$ cat src/rtl/mixer_pkg.sv
// Shared pan/state encodings and the pan cycle order for the stereo voice mixer.
package mixer_pkg;

    localparam logic [1:0] PAN_OFF   = 2'b00;
    localparam logic [1:0] PAN_LEFT  = 2'b01;
    localparam logic [1:0] PAN_RIGHT = 2'b10;
    localparam logic [1:0] PAN_BOTH  = 2'b11;

    typedef enum logic [1:0] {
        ST_IDLE = 2'd0,
        ST_ACC  = 2'd1,
        ST_OUT  = 2'd2
    } state_t;

    // Button cycle: BOTH -> OFF -> LEFT -> RIGHT -> BOTH
    function automatic logic [1:0] pan_next(input logic [1:0] p);
        case (p)
            PAN_BOTH: return PAN_OFF;
            PAN_OFF:  return PAN_LEFT;
            PAN_LEFT: return PAN_RIGHT;
            default:  return PAN_BOTH;
        endcase
    endfunction

endpackage

$ cat src/rtl/pan_state_bank.sv
// Per-voice 2-bit pan registers; one addressed voice advances per button pulse.
module pan_state_bank #(
    parameter int NUM_CH = 4,
    parameter int CH_W   = $clog2(NUM_CH)
) (
    input  logic                clk,
    input  logic                reset,
    input  logic                pan_button_i,
    input  logic [CH_W-1:0]     pan_sel_i,
    output logic [2*NUM_CH-1:0] pan_state_o
);
    import mixer_pkg::*;

    logic [2*NUM_CH-1:0] pan_q;

    always_ff @(posedge clk or posedge reset) begin
        if (reset) begin
            pan_q <= {NUM_CH{PAN_BOTH}};
        end else if (pan_button_i) begin
            pan_q[{pan_sel_i, 1'b0} +: 2] <= pan_next(pan_q[{pan_sel_i, 1'b0} +: 2]);
        end
    end

    assign pan_state_o = pan_q;

endmodule

$ cat src/rtl/stereo_voice_mixer.sv
// Serial N-voice stereo mixer with per-voice pan and a valid/accept output pair.
// Define SATURATE_MIX_EN to clip the sums instead of scaling them down by CH_W bits.
module stereo_voice_mixer #(
    parameter int NUM_CH   = 4,
    parameter int SAMPLE_W = 16,
    parameter int CH_W     = $clog2(NUM_CH)
) (
    input  logic                         clk,
    input  logic                         reset,
    input  logic [NUM_CH*SAMPLE_W-1:0]   sample_in,
    input  logic                         sample_valid,
    input  logic                         pan_button,
    input  logic [CH_W-1:0]              pan_sel,
    input  logic                         frame_accept,
    output logic [SAMPLE_W-1:0]          left_out,
    output logic [SAMPLE_W-1:0]          right_out,
    output logic                         out_valid,
    output logic                         busy,
    output logic [2*NUM_CH-1:0]          pan_state,
    output logic [7:0]                   overrun_count
);
    import mixer_pkg::*;

    localparam int ACC_W = SAMPLE_W + CH_W;

    state_t                       state_q, state_d;
    logic [CH_W-1:0]              idx_q, idx_d;
    logic [NUM_CH*SAMPLE_W-1:0]   samp_q, samp_d;
    logic [2*NUM_CH-1:0]          snap_q, snap_d;
    logic signed [ACC_W-1:0]      acc_l_q, acc_l_d;
    logic signed [ACC_W-1:0]      acc_r_q, acc_r_d;
    logic [SAMPLE_W-1:0]          left_q, left_d;
    logic [SAMPLE_W-1:0]          right_q, right_d;
    logic                         vld_q, vld_d;
    logic [7:0]                   ovr_q, ovr_d;

    logic signed [SAMPLE_W-1:0]   cur_s;
    logic signed [ACC_W-1:0]      cur_ext;

    pan_state_bank #(.NUM_CH(NUM_CH), .CH_W(CH_W)) u_pan (
        .clk          (clk),
        .reset        (reset),
        .pan_button_i (pan_button),
        .pan_sel_i    (pan_sel),
        .pan_state_o  (pan_state)
    );

`ifdef SATURATE_MIX_EN
    function automatic logic [SAMPLE_W-1:0] scale_out(input logic signed [ACC_W-1:0] a);
        logic signed [ACC_W-1:0] max_v;
        logic signed [ACC_W-1:0] min_v;
        max_v = {{(CH_W+1){1'b0}}, {(SAMPLE_W-1){1'b1}}};
        min_v = {{(CH_W+1){1'b1}}, {(SAMPLE_W-1){1'b0}}};
        if (a > max_v)      return max_v[SAMPLE_W-1:0];
        else if (a < min_v) return min_v[SAMPLE_W-1:0];
        else                return a[SAMPLE_W-1:0];
    endfunction
`else
    // Dividing by NUM_CH keeps any all-voice full-scale sum representable.
    function automatic logic [SAMPLE_W-1:0] scale_out(input logic signed [ACC_W-1:0] a);
        logic signed [ACC_W-1:0] sh;
        sh = a >>> CH_W;
        return sh[SAMPLE_W-1:0];
    endfunction
`endif

    assign cur_s   = samp_q[idx_q*SAMPLE_W +: SAMPLE_W];
    assign cur_ext = {{CH_W{cur_s[SAMPLE_W-1]}}, cur_s};

    always_comb begin
        state_d = state_q;
        idx_d   = idx_q;
        samp_d  = samp_q;
        snap_d  = snap_q;
        acc_l_d = acc_l_q;
        acc_r_d = acc_r_q;
        left_d  = left_q;
        right_d = right_q;
        vld_d   = vld_q;
        ovr_d   = ovr_q;

        if (frame_accept && vld_q) vld_d = 1'b0;

        if (sample_valid && (state_q != ST_IDLE) && (ovr_q != 8'hFF))
            ovr_d = ovr_q + 8'd1;

        case (state_q)
            ST_IDLE: begin
                if (sample_valid) begin
                    samp_d  = sample_in;
                    snap_d  = pan_state;
                    acc_l_d = '0;
                    acc_r_d = '0;
                    idx_d   = '0;
                    state_d = ST_ACC;
                end
            end
            ST_ACC: begin
                if (snap_q[{idx_q, 1'b0}]) acc_l_d = acc_l_q + cur_ext;
                if (snap_q[{idx_q, 1'b1}]) acc_r_d = acc_r_q + cur_ext;
                idx_d = idx_q + 1'b1;
                if (idx_q == CH_W'(NUM_CH - 1)) state_d = ST_OUT;
            end
            ST_OUT: begin
                left_d  = scale_out(acc_l_q);
                right_d = scale_out(acc_r_q);
                vld_d   = 1'b1;
                state_d = ST_IDLE;
            end
            default: state_d = ST_IDLE;
        endcase
    end

    always_ff @(posedge clk or posedge reset) begin
        if (reset) begin
            state_q <= ST_IDLE;
            idx_q   <= '0;
            samp_q  <= '0;
            snap_q  <= '0;
            acc_l_q <= '0;
            acc_r_q <= '0;
            left_q  <= '0;
            right_q <= '0;
            vld_q   <= 1'b0;
            ovr_q   <= '0;
        end else begin
            state_q <= state_d;
            idx_q   <= idx_d;
            samp_q  <= samp_d;
            snap_q  <= snap_d;
            acc_l_q <= acc_l_d;
            acc_r_q <= acc_r_d;
            left_q  <= left_d;
            right_q <= right_d;
            vld_q   <= vld_d;
            ovr_q   <= ovr_d;
        end
    end

    assign left_out      = left_q;
    assign right_out     = right_q;
    assign out_valid     = vld_q;
    assign busy          = (state_q != ST_IDLE);
    assign overrun_count = ovr_q;

endmodule

$ cat config.mk
export PLATFORM = sky130hd
export DESIGN_NAME = stereo_voice_mixer
export DESIGN_NICKNAME = d
export VERILOG_FILES = /design/src/rtl/mixer_pkg.sv /design/src/rtl/pan_state_bank.sv /design/src/rtl/stereo_voice_mixer.sv
export SDC_FILE = /design/constraint.sdc
export NUM_CORES = 1
export LEC_CHECK = 0
export CAP_MARGIN = 20
export CORE_ASPECT_RATIO = 0.8
export CORE_MARGIN = 2
export CORE_UTILIZATION = 55
export DETAILED_ROUTE_END_ITERATION = 12
export PLACE_DENSITY = 0.84
export SLEW_MARGIN = 20
export SYNTH_ARGS = -nofsm -noshare
export SYNTH_HDL_FRONTEND = slang
export SYNTH_SLANG_ARGS = --single-unit
$ cat constraint.sdc
create_clock -name clk -period 6.3 [get_ports clk]
set_input_delay 1.26 -clock clk [delete_from_list [all_inputs] [get_ports clk]]
set_output_delay 1.26 -clock clk [all_outputs]
set_load 0.05 [all_outputs]
Yosys cells after proc, flatten, opt, wreduce, memory -nomap -nowiden
Index checks and enable logic that the tools add are counted.
W data, S select, Z words.

storage, ports and cells
  bits in registers = 161
  input bits = 71
  word-level logic and storage cells = 64

operators by class
  $add $sub $neg = 5
  order comparisons = 2
  equality and inequality tests = 10
  shift-type cells = 4
  mux-type cells = 19
  reduce and logical (&&, ||, !) cells = 13

operators with widths
  operator                 count
  $pmux W18 S2             2
  $shiftx A64 B7 Y16       1
  $mux W18                 3
  $add A18 B16 Y18         2
  $add A8 B1 Y8 const B    1
  $bwmux W8                1
  $lt A3 B4 Y1 const B     2
  $mux W2                  4
  $ne A2 B2 Y1 const B     4
  $ne A8 B8 Y1 const B     1
  $pmux W2 S2              2
  $shift A2 B5 Y8 const A  1
  $shiftx A2 B5 Y8         1
  $shiftx A8 B4 Y2         1
  $eq A2 B2 Y1 const B     3
  $pmux W2 S3              1
  $reduce_and A2 Y1        3
  $reduce_and A3 Y1        2
  $reduce_bool A2 Y1       3
  $neg A3 Y5               1
  $bmux W1 S2              2
  $eq A2 B1 Y1 const B     2
  $logic_not A2 Y1         2
  $mux W1                  4
  other kinds (2)          4

Longest topological paths before layout
Gate-level depths: netlist of run 1.

  word-level depth = 6
  gate-level depth with buffers = 12

Modules after synthesis
A second synthesis of run 1 with hierarchy kept.

second synthesis, totals
  cell total of the unflattened synthesis = 690
  area, all modules = 8321.7 µm²

modules (own cells, without submodules)
  module              instances  cells an instance  area an instance (µm²)
  stereo_voice_mixer  1          647                7847.5
  pan_state_bank      1          43                 474.2

Least setup slack after synthesis of run 1
Ideal clock, no wire load.

  kind = register to register
  start = register idx_q[0]
  end = register acc_l_q[13]
  library setup time = 124 ps
  arrival time = 2926 ps
  required time = 6176 ps
  setup slack = 3250 ps
  stages on the path, launching flop included = 11
  path buffers = 2
  cell sequence = dfrtp_1 > buf_6 > buf_2 > mux4_2 > ha_1 > and3_1 > and4_4 > o21bai_4 > and2_4 > o2111a_1 > a211o_1

on the way
  cells in the longest elaborated chain, start to end = 4
  elaborated cells on any way between the ends = 8
  classes of those cells = add/sub (1); eq/ne (1); shift (1); mux (4); reduce/logical (1)

RTL lines
  what                                                      RTL line                                            text
  start, declared                                           stereo_voice_mixer.sv:27                            logic [CH_W-1:0] idx_q, idx_d;
  start signal, assigned                                    stereo_voice_mixer.sv:128                           idx_q <= idx_d;
  $shiftx A64 B7 Y16 / $bmux W1 S2 (equally long branches)  stereo_voice_mixer.sv:67, stereo_voice_mixer.sv:99
  $add A18 B16 Y18 / $mux W1 (equally long branches)        stereo_voice_mixer.sv:99                            if (snap_q[{idx_q, 1'b0}]) acc_l_d = acc_l_q + cur_ext;
  $mux W18 / $ne A2 B2 Y1 (equally long branches)           n/a
  $pmux W18 S2 / $reduce_and A3 Y1 (equally long branches)  n/a
  end signal, assigned                                      stereo_voice_mixer.sv:131                           acc_l_q <= acc_l_d;
  end, declared                                             stereo_voice_mixer.sv:30                            logic signed [ACC_W-1:0] acc_l_q, acc_l_d;

Parallel ways exist; a longest one is shown, timed or not. The select of a mux whose other input is x is not followed.
A chain may end at the register's enable or synchronous reset.

Worst setup path after layout of run 1
  start = register idx_q[0]
  end = register acc_r_q[16]

on the way
  cells in the longest elaborated chain, start to end = 4
  elaborated cells on any way between the ends = 8
  classes of those cells = add/sub (1); eq/ne (1); shift (1); mux (4); reduce/logical (1)

RTL lines
  what                                                      RTL line                                             text
  $shiftx A64 B7 Y16 / $bmux W1 S2 (equally long branches)  stereo_voice_mixer.sv:67, stereo_voice_mixer.sv:100
  $add A18 B16 Y18 / $mux W1 (equally long branches)        stereo_voice_mixer.sv:100                            if (snap_q[{idx_q, 1'b1}]) acc_r_d = acc_r_q + cur_ext;
  $mux W18 / $ne A2 B2 Y1 (equally long branches)           n/a
  $pmux W18 S2 / $reduce_and A3 Y1 (equally long branches)  n/a
  end signal, assigned                                      stereo_voice_mixer.sv:132                            acc_r_q <= acc_r_d;
  end, declared                                             stereo_voice_mixer.sv:31                             logic signed [ACC_W-1:0] acc_r_q, acc_r_d;

Parallel ways exist; a longest one is shown, timed or not. The select of a mux whose other input is x is not followed.

==> PnR_summary.wiki, run 1 <==
{| class="wikitable"
! Metric !! Value
|-
| GRT overflow || 0
|-
| Sum of negative setup slack || 0 ns
|-
| Startpoint type of the worst setup path || register
|-
| Static leakage power || ~4.6 nW
|-
| Clock tree from TritonCTS || done
|-
| First drt pass iteration count || 7
|-
| Share of final-layout standard cells stronger than drive strength 1 || between 20% and 30%
|-
| Share of async-settable or async-resettable flops after synthesis || 100%
|-
| Number of resized instances in the post-cts repair step || 0
|-
| Largest net degree at the start of global routing || ~110
|-
| Number of nets at the end of the flow || 920
|-
| Effective utilization at floorplan || between 50 and 60%
|-
| Worst-Skew Late Latency || approximately 0.43 ns
|-
| Global-route wire length before repair || 31300 microns
|-
| Clock tree root driver cell || clkbuf_16
|-
| Number of endpoints failing setup at the final stage || 0
|-
| Cell count after synthesis || approximately 690
|-
| Total via count in the routed design || between 5000 and 6000
|-
| Count of clock tree sinks || 161
|-
| Fin. Hold Viols || 0
|-
| IO Port Bufs || 120
|-
| Area of the core || around 15000 sq um
|-
| Drc violations || 0
|-
| Share of synthesized area occupied by flip-flops and latches || 47.7%
|-
| Area fraction of the dominant cell type after synthesis || 45.2%
|-
| Antenna viol nets, final || 0
|-
| Post-synthesis net count || 803
|-
| Worst setup path class || register to register
|-
| Most common flop cell mapped by yosys || dfrtp_1
|-
| Final wirelength || 19400 microns
|-
| Worst vdd ir || ~0.4 mV
|-
| Die Span Y || approximately 110 microns
|-
| Gate power share || 52.5%
|-
| Unrepaired setup endpoints after global routing || no
|-
| Post-synth EDFFs || 0
|-
| Area added between synthesis and finish || 22.6%
|-
| Min Hold Slack || 0.471 ns
|-
| Buffers inserted during post-CTS setup optimization || 0
|-
| Combined area of the multi-input logic cells || 4220 sq um
|-
| Power spent charging and discharging nets || about 2.4 mW
|-
| Detailed placement HPWL || roughly 14000 microns
|-
| Max-cap violations || 0
|-
| Headroom to the max-slew limit || between 30% and 40%
|-
| YS warnings || 0
|-
| Power density over the cells || around 550 nW/um^2
|-
| Switching portion of total power || 42.1%
|-
| Req. time, crit path || 6.59 ns
|-
| Vias in the first global route || between 6000 and 7000
|-
| Transition time at the pin with the least slew margin || about 0.99 ns
|-
| Final critical delay including setup and external delays || between 3 and 4 ns
|-
| Cts bufs inserted || 17
|-
| Post-synthesis sequential element count || around 160
|-
| Power Total || approximately 5.7 mW
|-
| Clock Power Share || between 10% and 20%
|-
| Clock tree buffer depth || 2
|-
| Cell area after synthesis || around 8500 sq um
|-
| Die Span X || around 140 microns
|-
| Number of violations reported at the end of detailed-routing iteration 0 || around 450
|-
| Area leader, netlist || dfrtp_1
|-
| CP Max Fanout || 18
|-
| Top post-synthesis cells by count || dfrtp_1 (153), mux2_2 (105), ha_1 (41)
|-
| Top-count cell post-synth || dfrtp_1
|-
| Fillcell total || about 1000
|-
| H-tree Lvls || 4
|-
| Register area || 4040 sq um
|-
| Hold Buf Count CTS || 0
|-
| Internal power of the cells || approximately 3.3 mW
|-
| Initial antenna violation count || 0
|-
| Post-route clock period utilization || 55.5%
|-
| Mapped Avg Cell Area || around 12 sq um
|-
| Kind of path behind the tightest hold check || register to register
|-
| Final weighted congestion of routability-driven global placement || 0.884
|-
| Global-route usage over all layers || about a quarter
|-
| Achievable Freq || ~290 MHz
|-
| Endpoint type of the worst setup path || register
|-
| Die Area || about 16000 sq um
|-
| Result of the run || completed
|-
| Ant. Diodes || 0
|-
| DR vias/cell || roughly 6
|-
| Max Slew Vio Count || 0
|-
| Clock Pin Slew Worst Setup and Hold Paths || roughly 0.070 ns
|-
| Wire per inst || approximately 19 microns
|-
| Clock skew after layout || 0.00712 ns
|-
| Arrival time of data at the critical path endpoint || roughly 3.8 ns
|-
| I/O Pins || ~120
|-
| Synth top area cells || dfrtp_1 (45%), mux2_2 (14%), ha_1 (6.1%), mux4_2 (5.3%), dfstp_2 (2.5%)
|-
| Count of standard-cell rows || 40
|-
| Sequential cell fraction of total power || between 30 and 40%
|-
| Synth unique cells || 73
|}
==> cell type report <==
| cell class | count | area share, % |
|---|---|---|
| tap | 189 | 2.28 |
| multi-input combinational | 479 | 40.6 |
| clock buffer | 20 | 4.40 |
| clock inverter | 11 | 1.01 |
| timing repair buffer | 125 | 11.9 |
| sequential | 161 | 38.9 |
| inverter | 22 | 0.844 |
==> worst max-delay path: stages (launching register included) <==
cell and delay (ns):
dfrtp_1 0.48, buf_4 0.39, mux4_2 0.58, ha_1 0.24, inv_1 0.09, fa_1 0.24, nor2b_1 0.08, o31a_1 0.29
a21bo_2 0.24, o41ai_4 0.32, o21ai_1 0.15, xnor2_1 0.17, o21ai_1 0.07
==> cell usage in the layout, fill, tap and decap left out, types with 10 or more instances in the layout <==
cell type / synthesis / final
clkdlybuf4s50_1: 0 / 120
a21oi_1: 21 / 21
nand2_1: 33 / 32
dfrtp_1: 153 / 153
inv_1: 22 / 21
a21o_1: 12 / 12
xor2_1: 16 / 16
mux4_2: 20 / 20
nand3_1: 40 / 40
ha_1: 41 / 41
nor2_1: 20 / 20
clkbuf_16: 0 / 17
mux2_2: 105 / 105
o21ai_0: 36 / 36
xnor2_1: 10 / 10
==> stage by stage <==
step           instance area, sq um  setup WS (ns)  utilization, %  cells
6_report                      10400           2.80            69.1   1007
5_1_grt                       10400           2.58            69.1   1007
4_1_cts                       10400           2.80            69.1   1007
3_5_place_dp                   9820           2.78            65.4    976
3_3_place_gp                   9820           2.82            65.4    976
2_1_floorplan                  8470          0.705               -    689
==> registers in the layout, summed over array words and instances, names as in the netlist <==
| signal | count |
|---|---|
| state_q | 2 |
| overrun_count | 8 |
| right_out | 16 |
| out_valid | 1 |
| snap_q | 8 |
| idx_q | 2 |
| acc_l_q | 18 |
| samp_q | 64 |
| acc_r_q | 18 |
| u_pan.pan_state_o | 8 |
| left_out | 16 |
==> power by group through the flow <==
| stage | logic, mW | registers [mW] | clock network, mW |
|---|---|---|---|
| floorplan | 1.96 | 1.98 | 0 |
| global placement | 2.86 | 1.72 | 0 |
| detailed placement | 2.98 | 1.75 | 0 |
| finish | 3.01 | 1.74 | 0.985 |
| CTS | 3.00 | 1.74 | 0.996 |
| global route | 3.24 | 1.79 | 1.04 |
==> path summary, 6_finish.rpt <==
| check | from | end | slack (ns) | depth (start not counted) |
|---|---|---|---|---|
| worst max-delay path | idx_q[0] | acc_r_q[16] | 2.80 | 12 |
| worst min-delay path | acc_l_q[17] | acc_l_q[17] | 0.47 | 1 |
| worst max register to register | idx_q[0] | acc_r_q[16] | 2.80 | 12 |
| worst min register to register | acc_l_q[17] | acc_l_q[17] | 0.47 | 1 |
| max in group asynchronous | reset | samp_q[41] | 3.56 | 3 |
| min in group asynchronous | reset | samp_q[33] | 1.39 | 2 |
==> routing by layer <==
metal	routed length [microns]	vias to the layer above	GRT usage, %
li1	-	2783	-
met1	8640	2980	33.0
met2	9240	196	40.1
met3	1190	31	7.04
met4	335	0	7.46
met5	0	-	0
==> logic make-up (layout without fill, tap and decap cells) <==
logic type / count (synthesis) / count (layout) / share of synthesized area, %
AND/OR/NAND/NOR: 140 / 140 / 8.63
adder cells (fa/ha/maj): 43 / 43 / 6.53
buffers and inverters: 49 / 178 / 2.64
multiplexers: 131 / 131 / 20.0
XOR/XNOR: 26 / 26 / 2.69
AO/OA/AOI/OAI: 139 / 139 / 11.8
flip-flops: 161 / 161 / 47.7
Power figures use the tool's default switching activity.
==> inputs of run 2 (changes only) <==
Clock period 6.3 ns to 3.55 ns, I/O delays scaled along.
==> run 2 against run 1 <==
Effect of this change: sequential share of layout area fell by 0.43 points; critical endpoint unchanged; clock skew rose by 0.0023 ns; die area is the same; routed wire length is 0.19% higher; register-to-register slack lost 2.4 ns; sequential power is 76% higher.
==> PnR_summary.wiki, run 2 (same netlist as run 1, synthesis figures left out) <==
{| class="wikitable"
! Metric !! Value
|-
| Result of the run || completed
|-
| Area added between synthesis and finish || 23.9%
|-
| Global-route wire length before repair || 31400 microns (+0.40%)
|-
| Drc violations || 0 (unchanged)
|-
| Unrepaired setup endpoints after global routing || no
|-
| Total via count in the routed design || 6020 (+0.50%)
|-
| Cell count of the worst reg-to-reg path || 12 (unchanged)
|-
| GRT overflow || 0 (unchanged)
|-
| Final std cell area, no fill || 10500 sq um (+1.1%)
|-
| Worst vdd ir || 0.627 mV (+57%)
|-
| Number of endpoints failing setup at the final stage || 0 (unchanged)
|-
| Max Slew Vio Count || 0 (unchanged)
|-
| Fin. Hold Viols || 0 (unchanged)
|-
| Buffers inserted during post-CTS setup optimization || 0 (unchanged)
|-
| Clock Pin Slew Worst Setup and Hold Paths || 0.06 ns (about the same)
|-
| Max-cap violations || 0 (unchanged)
|-
| Largest register by flop count || samp_q
|-
| Number of resized instances in the post-cts repair step || 0 (unchanged)
|-
| Endpoint type of the worst setup path || register
|-
| First drt pass iteration count || 5 (-2)
|-
| Global-route usage over all layers || 24.8% (+0.045 points)
|-
| IO Port Bufs || 120 (unchanged)
|-
| Req. time, crit path || 3.84 ns (-2.75 ns)
|-
| Transition time at the pin with the least slew margin || 0.884 ns (-0.108 ns)
|-
| Arrival time of data at the critical path endpoint || 3.43 ns (-0.36 ns)
|-
| Die Span X || 143 microns (unchanged)
|-
| Count of clock tree sinks || 161 (unchanged)
|-
| Cell total after placement || 982 (+0.61%)
|-
| Headroom to the max-slew limit || 41.1% (+7.2 points)
|-
| Setup WS post-layout || 0.407 ns (-2.39 ns)
|-
| H-tree Lvls || 4 (unchanged)
|-
| Antenna viol nets, final || 0 (unchanged)
|-
| Static leakage power || 4.67 nW (+1.2%)
|-
| Largest net degree at the start of global routing || 162 (+51%)
|-
| Post-place setup slack || 0.418 ns (-2.36 ns)
|-
| CP Max Fanout || 15 (-3)
|-
| Number of violations reported at the end of detailed-routing iteration 0 || 428 (-4.5%)
|-
| Sum of negative setup slack || 0 ns (unchanged)
|-
| Power density over the cells || 991 nW/um^2 (+79%)
|-
| Clock tree root driver cell || clkbuf_16
|-
| Post-route clock period utilization || 88.5% (+33 points)
|-
| FF-to-FF setup slack || 0.41 ns (-2.39 ns)
|-
| Ant. Diodes || 0 (unchanged)
|-
| Area of the core || 15000 sq um (unchanged)
|-
| Die Span Y || 115 microns (unchanged)
|-
| Die Area || 16400 sq um (unchanged)
|-
| Min Hold Slack || 0.479 ns (+0.00744 ns)
|-
| Final weighted congestion of routability-driven global placement || 0.902 (+2.0%)
|-
| Terminus of the critical flop-to-flop path || acc_r_q[16]
|-
| Clock tree buffer depth || 2 (unchanged)
|-
| Worst-Skew Late Latency || 0.43 ns (about the same)
|-
| Final wirelength || 19400 microns (+0.19%)
|-
| Placed instance area || 9890 sq um (+0.70%)
|-
| Startpoint type of the worst setup path || register
|-
| Non-filler cells in the finished layout || 1014 (+0.70%)
|-
| Worst hold path cell count || 1 (unchanged)
|-
| Vias in the first global route || 6086 (-0.44%)
|-
| Share of final-layout standard cells stronger than drive strength 1 || 24.1% (+0.53 points)
|-
| I/O Pins || 121 (unchanged)
|-
| Wire per inst || 19.2 microns (-0.51%)
|-
| Clock skew after layout || 0.00947 ns (+0.00235 ns)
|-
| Number of nets at the end of the flow || 926 (+0.65%)
|-
| Most frequent cells in the layout || dfrtp_1 (153), clkdlybuf4s50_1 (120), mux2_2 (105), ha_1 (41), nand3_1 (40)
|-
| Registers with the most flip-flops || samp_q (64), acc_l_q (18), acc_r_q (18)
|-
| Worst setup path class || register to register
|-
| Power Total || 10.4 mW (+81%)
|-
| Effective utilization at floorplan || 56.4% (unchanged)
|-
| Cts bufs inserted || 17 (unchanged)
|-
| Final core utilization || 69.9% (+0.77 points)
|-
| Count of standard-cell rows || 40 (unchanged)
|-
| Most common cell after layout, fill and taps aside || dfrtp_1
|-
| DR vias/cell || 5.94 (-0.19%)
|-
| Hold Buf Count CTS || 0 (unchanged)
|-
| Worst R2R Start || idx_q[0]
|-
| Initial antenna violation count || 0 (unchanged)
|-
| Clock tree from TritonCTS || done
|-
| Max reg flops || 64 (unchanged)
|-
| Achievable Freq || 318 MHz (+11%)
|-
| Final critical delay including setup and external delays || 3.14 ns (-0.356 ns)
|-
| Startpoint of the worst hold path || out_valid
|-
| Hold-critical path endpoint || out_valid
|-
| Kind of path behind the tightest hold check || register to register
|-
| Detailed placement HPWL || 13900 microns (+1.4%)
|}
[run 2: report_power, final]
| part | internal, mW | switching (mW) | leakage, nW |
|---|---|---|---|
| clock | 1.12 | 0.784 | 0.289 |
| sequential | 2.56 | 0.511 | 2.04 |
| combinational | 2.38 | 3.04 | 2.35 |
[run 2: worst max-delay path, cell delays in order, from the launching register on]
cell and delay, ns:
dfrtp_1 0.35, buf_4 0.27, mux4_2 0.58, ha_1 0.24, inv_1 0.08, fa_1 0.21
nor2b_1 0.07, o31a_1 0.29, a21bo_2 0.24, o41ai_4 0.30, o21ai_1 0.16, xnor2_1 0.15
o21ai_1 0.07
[run 2: layout make-up]
type,instances,area [sq um]
clock inverter,13,175
clock buffer,19,433
timing repair buffer,131,1310
tap,189,236
sequential,161,4040
multi-input combinational,479,4220
fill,1047,4520
inverter,22,86.3
[run 2: layer usage]
layer  vias to the layer above  wire length (microns)  share of wire [%]  track usage [%]
met4                         0                    290                1.5             6.53
met2                       189                   9300                 48             40.5
li1                       2808                      -                  -                -
met5                         -                      0                  0                0
met3                        26                    992                5.1             5.83
met1                      2997                   8860                 46             34.0
[run 2: worst max path at each step]
stage                        start           to  cells after the start
after detailed placement  idx_q[0]   acc_r_q[8]                     12
after floorplan           idx_q[0]  acc_l_q[13]                     10
after global routing      idx_q[0]  acc_r_q[17]                     10
after CTS                 idx_q[0]   acc_r_q[8]                     12
final                     idx_q[0]  acc_r_q[16]                     12
after global placement    idx_q[0]  acc_r_q[14]                     12
